## src/rtl/distance_pkg.sv

```systemverilog
// Shared widths, default thresholds and converter state encoding for the
// distance display controller.
package distance_pkg;

    localparam int DIST_W = 9;
    localparam int BCD_W  = 12;

    localparam int DEF_MAX_CM  = 400;
    localparam int DEF_NEAR_CM = 20;
    localparam int DEF_HYST_CM = 5;

    typedef enum logic [1:0] {
        CONV_IDLE,
        CONV_LOAD,
        CONV_SHIFT,
        CONV_DONE
    } conv_state_t;

    function automatic logic [DIST_W-1:0] median3(
        input logic [DIST_W-1:0] a,
        input logic [DIST_W-1:0] b,
        input logic [DIST_W-1:0] c
    );
        logic [DIST_W-1:0] lo;
        logic [DIST_W-1:0] hi;
        lo = (a < b) ? a : b;
        hi = (a < b) ? b : a;
        if (c <= lo) begin
            return lo;
        end else if (c >= hi) begin
            return hi;
        end else begin
            return c;
        end
    endfunction

endpackage

```

## src/rtl/distance_display_ctrl_bcd.sv

```systemverilog
// Sequential double-dabble: one bit per cycle, digits registered and
// announced with a one-cycle done pulse. Reset aborts a conversion silently.
module bin_to_bcd_seq
    import distance_pkg::*;
#(
    parameter int BIN_W = DIST_W,
    parameter int OUT_W = BCD_W
) (
    input  logic             clk,
    input  logic             reset,
    input  logic             start,
    input  logic [BIN_W-1:0] bin,
    output logic             busy,
    output logic [OUT_W-1:0] bcd,
    output logic             done
);

    localparam int DIGITS = OUT_W / 4;
    localparam int CNT_W  = $clog2(BIN_W + 1);

    conv_state_t      state;
    conv_state_t      state_nxt;
    logic [BIN_W-1:0] shreg;
    logic [OUT_W-1:0] acc;
    logic [OUT_W-1:0] acc_adj;
    logic [CNT_W-1:0] iter;
    logic             last_iter;

    function automatic logic [OUT_W-1:0] dabble(input logic [OUT_W-1:0] v);
        logic [OUT_W-1:0] r;
        r = v;
        for (int d = 0; d < DIGITS; d++) begin
            if (r[d*4 +: 4] >= 4'd5) begin
                r[d*4 +: 4] = r[d*4 +: 4] + 4'd3;
            end
        end
        return r;
    endfunction

    assign acc_adj   = dabble(acc);
    assign last_iter = (iter == CNT_W'(BIN_W - 1));
    assign busy      = (state != CONV_IDLE);

    always_comb begin
        state_nxt = state;
        case (state)
            CONV_IDLE:  if (start) state_nxt = CONV_LOAD;
            CONV_LOAD:  state_nxt = CONV_SHIFT;
            CONV_SHIFT: if (last_iter) state_nxt = CONV_DONE;
            CONV_DONE:  state_nxt = CONV_IDLE;
            default:    state_nxt = CONV_IDLE;
        endcase
    end

    always_ff @(posedge clk) begin
        if (reset) begin
            state <= CONV_IDLE;
            bcd   <= '0;
            done  <= 1'b0;
        end else begin
            state <= state_nxt;
            done  <= (state == CONV_DONE);
            if (state == CONV_DONE) begin
                bcd <= acc;
            end
        end
    end

    // Working registers are fully initialised in LOAD, so they carry no reset.
    always_ff @(posedge clk) begin
        case (state)
            CONV_LOAD: begin
                shreg <= bin;
                acc   <= '0;
                iter  <= '0;
            end
            CONV_SHIFT: begin
                {acc, shreg} <= {acc_adj, shreg} << 1;
                iter         <= iter + CNT_W'(1);
            end
            default: ;
        endcase
    end

endmodule

```

## src/rtl/distance_display_ctrl.sv

```systemverilog
// Samples the raw ranging distance, median-filters and clamps it, drives a
// hysteretic proximity alarm and feeds a sequential BCD converter.
module distance_display_ctrl
    import distance_pkg::*;
#(
    parameter int SAMPLE_CYCLES = 50_000_000,
    parameter int MAX_CM        = DEF_MAX_CM,
    parameter int NEAR_CM       = DEF_NEAR_CM,
    parameter int HYST_CM       = DEF_HYST_CM
) (
    input  logic              clk,
    input  logic              reset,
    input  logic [DIST_W-1:0] distance,
    output logic [DIST_W-1:0] filt_cm,
    output logic              over_range,
    output logic              alarm,
    output logic [3:0]        bcd_hund,
    output logic [3:0]        bcd_tens,
    output logic [3:0]        bcd_ones,
    output logic              bcd_valid
);

    if (MAX_CM < 0 || MAX_CM > 511 || NEAR_CM + HYST_CM > 511 || SAMPLE_CYCLES < 1) begin : g_param_check
        $error("distance_display_ctrl: thresholds must fit 9 bits and SAMPLE_CYCLES >= 1");
    end

    localparam int                PER_W    = (SAMPLE_CYCLES > 1) ? $clog2(SAMPLE_CYCLES) : 1;
    localparam logic [PER_W-1:0]  PER_LAST = PER_W'(SAMPLE_CYCLES - 1);
    localparam logic [DIST_W-1:0] MAX_V    = DIST_W'(MAX_CM);
    localparam logic [DIST_W-1:0] NEAR_V   = DIST_W'(NEAR_CM);
    localparam logic [DIST_W-1:0] CLEAR_V  = DIST_W'(NEAR_CM + HYST_CM);

    function automatic logic [DIST_W-1:0] clamp_max(input logic [DIST_W-1:0] v);
        return (v > MAX_V) ? MAX_V : v;
    endfunction

    logic [DIST_W-1:0] dist_q;
    logic [PER_W-1:0]  per_cnt;
    logic              vld_p0;
    logic [DIST_W-1:0] w0;
    logic [DIST_W-1:0] w1;
    logic [DIST_W-1:0] w2;
    logic [1:0]        fill;
    logic              vld_p1;
    logic [DIST_W-1:0] filt_raw;
    logic [DIST_W-1:0] filt_nxt;
    logic              pending;
    logic              conv_start;
    logic              conv_busy;
    logic [BCD_W-1:0]  conv_bcd;

    // Stage 0: change or period expiry produces exactly one sample
    assign vld_p0 = (distance != dist_q) || (per_cnt == PER_LAST);

    always_ff @(posedge clk) begin
        if (reset) begin
            dist_q  <= '0;
            per_cnt <= '0;
            w0      <= '0;
            w1      <= '0;
            w2      <= '0;
            fill    <= '0;
            vld_p1  <= 1'b0;
        end else begin
            dist_q <= distance;
            vld_p1 <= 1'b0;
            if (vld_p0) begin
                per_cnt <= '0;
                // Zero means "no echo": the sample is consumed but not filtered.
                if (distance != '0) begin
                    w0     <= distance;
                    w1     <= w0;
                    w2     <= w1;
                    vld_p1 <= 1'b1;
                    if (fill != 2'd3) begin
                        fill <= fill + 2'd1;
                    end
                end
            end else begin
                per_cnt <= per_cnt + PER_W'(1);
            end
        end
    end

    // Stage 1: median / clamp / alarm, registered on window updates only
    assign filt_raw = (fill == 2'd3) ? median3(w0, w1, w2) : w0;
    assign filt_nxt = clamp_max(filt_raw);

    always_ff @(posedge clk) begin
        if (reset) begin
            filt_cm    <= '0;
            over_range <= 1'b0;
            alarm      <= 1'b0;
        end else if (vld_p1) begin
            filt_cm    <= filt_nxt;
            over_range <= (filt_raw > MAX_V);
            if (filt_nxt < NEAR_V) begin
                alarm <= 1'b1;
            end else if (filt_nxt >= CLEAR_V) begin
                alarm <= 1'b0;
            end
        end
    end

    // Stage 2: converter starts on the edge filt_cm loads, so LOAD sees the new value.
    // Updates during a conversion collapse into one follow-up conversion.
    assign conv_start = vld_p1 || pending;

    always_ff @(posedge clk) begin
        if (reset) begin
            pending <= 1'b0;
        end else if (vld_p1 && conv_busy) begin
            pending <= 1'b1;
        end else if (!conv_busy) begin
            pending <= 1'b0;
        end
    end

    bin_to_bcd_seq #(
        .BIN_W (DIST_W),
        .OUT_W (BCD_W)
    ) u_bcd (
        .clk   (clk),
        .reset (reset),
        .start (conv_start),
        .bin   (filt_cm),
        .busy  (conv_busy),
        .bcd   (conv_bcd),
        .done  (bcd_valid)
    );

    assign bcd_hund = conv_bcd[11:8];
    assign bcd_tens = conv_bcd[7:4];
    assign bcd_ones = conv_bcd[3:0];

endmodule

```

## config.mk

```make
export PLATFORM = sky130hd
export DESIGN_NAME = distance_display_ctrl
export DESIGN_NICKNAME = d
export VERILOG_FILES = /design/src/rtl/distance_pkg.sv /design/src/rtl/distance_display_ctrl_bcd.sv /design/src/rtl/distance_display_ctrl.sv
export SDC_FILE = /design/constraint.sdc
export NUM_CORES = 1
export LEC_CHECK = 0
export ABC_CLOCK_PERIOD_IN_PS = 5080
export CORE_MARGIN = 2
export CORE_UTILIZATION = 27
export DETAILED_ROUTE_END_ITERATION = 8
export HOLD_SLACK_MARGIN = 0.08
export PLACE_DENSITY = 0.42
export SLEW_MARGIN = 10
export SYNTH_ARGS = -nofsm -noshare
export SYNTH_HDL_FRONTEND = slang
export SYNTH_SLANG_ARGS = --single-unit
```

## constraint.sdc

```tcl
create_clock -name clk -period 5.08 [get_ports clk]
set_input_delay 1.27 -clock clk [delete_from_list [all_inputs] [get_ports clk]]
set_output_delay 1.27 -clock clk [all_outputs]
set_load 0.05 [all_outputs]
```

==> results of run 1 <==
==> placed cells by master (no fill, tap or decap), drive strengths merged, types with 18 or more instances in the layout <==
cell type        n
dfxtp           92
nor2           110
nand3           18
mux2i           40
o21ai           25
edfxtp          25
a21oi           40
ha              39
nand2           39
clkdlybuf4s50   33
inv             35
xor2            22
==> power breakdown <==
group	internal, uW	total (uW)	leakage, uW	switching, uW
combinational	299	777	0.00140	477
sequential	1160	1280	0.000997	116
clock	723	1180	0.000281	461
total	2180	3240	0.00268	1050
==> worst max-delay path: cells and delay by family (launching register included) <==
family	cells	cell delay [ps]
compound gates	7	2210
fa+ha+maj	2	670
mux	1	210
flops	1	400
buf+inv	1	100
simple gates	4	910
==> stage by stage <==
step                      area (um2)  hold WS, ps
final                           7350          483
after detailed placement        6770          475
after CTS                       7350          484
after floorplan                 6150          449
after global placement          6770          469
after global routing            7350          500
==> registers in the layout, indices dropped and copies added (netlist names) <==
| register | cells |
|---|---|
| alarm | 1 |
| dist_q | 9 |
| fill | 2 |
| filt_cm | 9 |
| over_range | 1 |
| pending | 1 |
| per_cnt | 26 |
| u_bcd.acc | 12 |
| u_bcd.bcd | 12 |
| u_bcd.done | 1 |
| u_bcd.iter | 4 |
| u_bcd.shreg | 9 |
| u_bcd.state | 2 |
| vld_p1 | 1 |
| w0 | 9 |
| w1 | 9 |
| w2 | 9 |
==> area by class of cell <==
type | count | area share
timing repair buffer | 39 | 0.0507
clock inverter | 15 | 0.0211
sequential | 117 | 0.353
tap | 285 | 0.0485
multi-input combinational | 499 | 0.453
inverter | 32 | 0.0163
clock buffer | 17 | 0.0579
==> cell families after synthesis <==
kind of cell,share of synthesized area
AOI/OAI and AO/OA,0.150
xor gates and xnor gates,0.0542
adders and majority gates,0.0794
buffers and inverters,0.0366
DFF,0.422
muxes,0.0761
and+or+nand+nor,0.182
==> worst max path at each step <==
stage	start	end	slack [ps]	depth (start not counted)
after detailed placement	w1[8]	alarm	510	15
after global routing	w1[8]	over_range	3	15
after CTS	w1[8]	alarm	480	15
after floorplan	w1[6]	alarm	1110	16
after global placement	w1[7]	alarm	640	15
final	w1[8]	alarm	490	15
==> layer usage <==
metal,up-vias,part of all wire,track usage
li1,2456,-,-
met1,2322,0.52,0.180
met2,84,0.43,0.194
met3,21,0.035,0.0343
met4,0,0.018,0.0534
met5,-,0,0
==> impl_metrics.yaml, run 1 <==
run_status:
  outcome: "complete, no violations"
final_layout:
  num-fill-cells: 2355
  synthToLayoutAreaGrowth_pct: 19.6
  fin_cells: 1004
  final_nets: 756
  multi_input_logic_area_um2: 3330
  share_of_the_core_filled_with_cells: 0.327
  final-seq-area_um2: 2590
  num_antenna_cells: 0
  drive_above_1_share: 0.0709
placed_design:
  port-buffer-count: 34
  gp_congestion: 0.860
  preCtsSetupSlack_ps: 507
  place.detailed.instances: 972
  dp.final_hpwl_mm: 10.5
cts:
  clock_tree_buffer_depth: 2
  clk_transition_reported_paths_ps: 60
  clock-sinks: 117
  cts_hold_repair.buffers: 0
  tritoncts.num_buffers: 17
  tritoncts: "done"
  postCtsSetupBuffers: 0
  clock-root-buffer: "sky130_fd_sc_hd__clkbuf_16"
  insertion_delay_ps: 420
  post_cts_resized: 0
  cts.htree.levels: 4
timing:
  finalWorstPathRequiredPeriod_ps: 4590
  final_min_period_over_clock_period: 0.904
  timing.final.setup_violations: 0
  timing.final.hold_violations: 0
  setup-tns-final_ps: 0
  slew_violations: 0
  slew_headroom: 0.245
  tightestPinTransition_ps: 1130
  fmax_mhz: 218
  clock_skew_ps: 7.82
  postLayoutSetupSlackWorst_ps: 485
  rsz_0062_raised_after_global_routing: "false"
grt:
  antenna_found_initial: 0
  grt_remaining_overflow: 0
  grt_start_max_net_pins: 67
  grt_first_pass_wirelength_mm: 24.9
  groute.usage.overall: 0.131
  first_global_vias: 4927
detailed_routing:
  wire_per_inst_um: 14.6
  route.final.wire_length_mm: 14.7
  drt_iter0_drc: 295
  detail_route.first_pass.iterations: 4
  drc: 0
  postRouteAntennaNets: 0
  routed_via_density: 4.86
  vias: 4883
die:
  placeableCoreArea_um2: 22500
  design.die.area_um2: 24000
  io_pins: 35
  initial_core_util: 0.273
  die_h_um: 155
  floorplan.die.width_um: 155
  rows: 55
hold_path:
  min_to: "fill[1]"
  timing.hold.worst_path_depth: 2
  worstHoldPathType: "register to register"
  min_from: "fill[1]"
critical_path:
  worst_r2r_endpoint: "alarm"
  critical_path.startpoint_type: "register"
  r2r_start: "w1[8]"
  critical_path.slowest_cell: "sky130_fd_sc_hd__o211ai_1"
  worst-r2r-setup-slack_ps: 490
  crit_chain: "inv_1 -> ha_1 -> and4_1 -> o21ai_1 -> o21ai_4 -> mux2i_1 -> ha_1 -> nand4_1 -> or2_2 -> o211ai_1 -> a211oi_1 -> a211oi_1 -> and2_1 -> o21ai_1 -> a211oi_2"
  crit_path_end_kind: "register"
  register_to_register_path_depth: 15
  critPathArrivalTime_ps: 4930
  worst_path_largest_cell_delay_ps: 680
  crit_required_ps: 5420
  setup.worst_path.class: "register to register"
  timing.critical_path.fanout_max: 16
logic_synthesis:
  synth_cell_count_leaders: "sky130_fd_sc_hd__nor2_1, sky130_fd_sc_hd__dfxtp_1, sky130_fd_sc_hd__a21oi_1, sky130_fd_sc_hd__mux2i_1"
  seq_area_frac_synth: 0.422
  ys.warnings.count: 0
  synthMostInstantiatedCell: "sky130_fd_sc_hd__nor2_1"
  synth_enable_flop_cells: 25
  synth.ff_latch_count: 117
  synth_cell_types: 54
  postSynthNetCount: 724
  yosys.area.top_type_share: 0.300
  synth.largest_area_cell: "sky130_fd_sc_hd__dfxtp_1"
  syn_inst: 674
  ys.flop_type: "sky130_fd_sc_hd__dfxtp_1"
  netlist_area_um2: 6150
  synthArstFlopShare: 0
  synth_area_per_cell_um2: 9.12
  netlist_top_cells_area: "sky130_fd_sc_hd__dfxtp_1, sky130_fd_sc_hd__edfxtp_1, sky130_fd_sc_hd__ha_1"
pwr:
  worst_ir_drop_vdd_v: 0.000268
  leakagePower_uw: 0.00268
  powerDensity_nw_per_um2: 440
  power_uw: 3240
flow_run:
  timing.max_cap.violations: 0
(Power assumes the default switching activity.)
==> run 2, diff against run 1 <==
- ABC_CLOCK_PERIOD_IN_PS: 5080 -> 5600
- SLEW_MARGIN: 10 -> 20
- clock period: 5.08 -> 5.6 ns (I/O delays scaled with it)
==> impl_metrics.yaml, run 2 (synthesis gave the netlist of run 1 again) <==
run_status:
  outcome: "complete, no violations"
die:
  die_h_um: 155
  placeableCoreArea_um2: 22500
  rows: 55
  io_pins: 35
  initial_core_util: 0.273
  design.die.area_um2: 24000
  floorplan.die.width_um: 155
final_layout:
  post-route-cell-area_um2: 7420
  num_antenna_cells: 0
  mostFrequentLayoutCell: "sky130_fd_sc_hd__nor2_1"
  reg_top3: "per_cnt (26), u_bcd.acc (12), u_bcd.bcd (12)"
  leading_cell_types_in_the_layout_fill_and_taps_excluded: "sky130_fd_sc_hd__nor2_1, sky130_fd_sc_hd__dfxtp_1, sky130_fd_sc_hd__a21oi_1, sky130_fd_sc_hd__mux2i_1, sky130_fd_sc_hd__nand2_1"
  regMostFlops: "per_cnt"
  drive_above_1_share: 0.0750
  final_nets: 757
  synthToLayoutAreaGrowth_pct: 20.7
  number_of_flip_flops_in_the_largest_register: 26
timing:
  postLayoutSetupSlackWorst_ps: 1080
  finalWorstPathRequiredPeriod_ps: 4520
  fmax_mhz: 221
  final_min_period_over_clock_period: 0.807
  timing.final.setup_violations: 0
  tightestPinTransition_ps: 970
  timing.final.hold_violations: 0
  setup-tns-final_ps: 0
  slew_violations: 0
  slew_headroom: 0.353
  clock_skew_ps: 12.7
  rsz_0062_raised_after_global_routing: "false"
pwr:
  pwr-share-seq: 0.380
  internal_power_uw: 2080
  powerDensity_nw_per_um2: 410
  worst_ir_drop_vdd_v: 0.000195
  power.share.combinational: 0.237
  leakagePower_uw: 0.00271
  clock_power_share: 0.383
  p_sw_uw: 958
  power.share.switching: 0.315
critical_path:
  worst-r2r-setup-slack_ps: 1080
  crit_path_end_kind: "register"
  crit_required_ps: 5930
  critPathArrivalTime_ps: 4850
  setup.worst_path.class: "register to register"
  timing.critical_path.fanout_max: 13
  critical_path.startpoint_type: "register"
detailed_routing:
  route.final.wire_length_mm: 14.5
  wire_per_inst_um: 14.4
  drt_iter0_drc: 181
  detail_route.first_pass.iterations: 4
  routed_via_density: 4.81
  drc: 0
  postRouteAntennaNets: 0
  vias: 4834
grt:
  grt_start_max_net_pins: 67
  grt_first_pass_wirelength_mm: 24.8
  groute.usage.overall: 0.129
  antenna_found_initial: 0
  first_global_vias: 4877
  grt_remaining_overflow: 0
flow_run:
  timing.max_cap.violations: 0
cts:
  post_cts_resized: 0
  tritoncts: "done"
  postCtsSetupBuffers: 0
  clock_tree_buffer_depth: 2
  tritoncts.num_buffers: 17
  clk_transition_reported_paths_ps: 60
  clock-sinks: 117
  cts_hold_repair.buffers: 0
  insertion_delay_ps: 420
  clock-root-buffer: "sky130_fd_sc_hd__clkbuf_16"
  cts.htree.levels: 4
placed_design:
  dp.final_hpwl_mm: 10.4
  port-buffer-count: 34
  placed_cell_area_um2: 6770
  preCtsSetupSlack_ps: 1130
  gp_congestion: 0.876
hold_path:
  worstHoldPathType: "register to register"
==> run 2: power groups by stage <==
stage | clock network (uW) | logic, uW | registers, uW
2_1_floorplan | 0 | 496 | 1180
3_3_place_gp | 0 | 701 | 1170
3_5_place_dp | 0 | 713 | 1170
4_1_cts | 1200 | 720 | 1160
5_1_grt | 1230 | 816 | 1180
6_report | 1160 | 721 | 1150
==> run 2: critical path, stage by stage, from the launching register on <==
cell and delay, ps:
sky130_fd_sc_hd__dfxtp_1 360, sky130_fd_sc_hd__inv_1 100, sky130_fd_sc_hd__ha_1 300, sky130_fd_sc_hd__a211oi_1 290
sky130_fd_sc_hd__o21ai_1 220, sky130_fd_sc_hd__a21oi_1 170, sky130_fd_sc_hd__buf_4 240, sky130_fd_sc_hd__mux2i_1 350
sky130_fd_sc_hd__inv_1 80, sky130_fd_sc_hd__ha_1 300, sky130_fd_sc_hd__nand4_1 110, sky130_fd_sc_hd__nor3_1 70
sky130_fd_sc_hd__a21o_1 240, sky130_fd_sc_hd__nor2_1 460, sky130_fd_sc_hd__nor3_1 80, sky130_fd_sc_hd__a211oi_1 540
sky130_fd_sc_hd__and2_1 230, sky130_fd_sc_hd__o21ai_1 80, sky130_fd_sc_hd__a211oi_2 200
==> run 2: worst paths after layout <==
kind,startpoint,to,cells after the start
max,w1[4],alarm,18
min,u_bcd.bcd[3],u_bcd.bcd[3],2
min reg2reg,u_bcd.bcd[3],u_bcd.bcd[3],2
max reg2reg,w1[4],alarm,18
==> run 2: through the flow <==
step,hold slack (ps),power (uW),cells,utilization
2_1_floorplan,449,1680,674,-
3_3_place_gp,469,1870,972,0.301
3_5_place_dp,480,1890,972,0.301
4_1_cts,493,3080,1004,0.329
5_1_grt,514,3220,1005,0.330
6_report,490,3040,1005,0.330
==> run 2: routing by layer <==
metal  track usage  part of all wire  vias up
met5             0                 0        -
met2         0.198              0.45       59
met4        0.0450            0.0088        0
met3        0.0306             0.029        8
met1         0.176              0.52     2315
li1              -                 -     2452
==> run 2: layout make-up <==
cell class                      instances  area (um2)
Clock buffer                           17         425
Clock inverter                         15         205
Fill cell                            2305       15100
Inverter                               32         120
Multi-Input combinational cell        499        3330
Sequential cell                       117        2590
Tap cell                              285         357
Timing Repair Buffer                   40         388
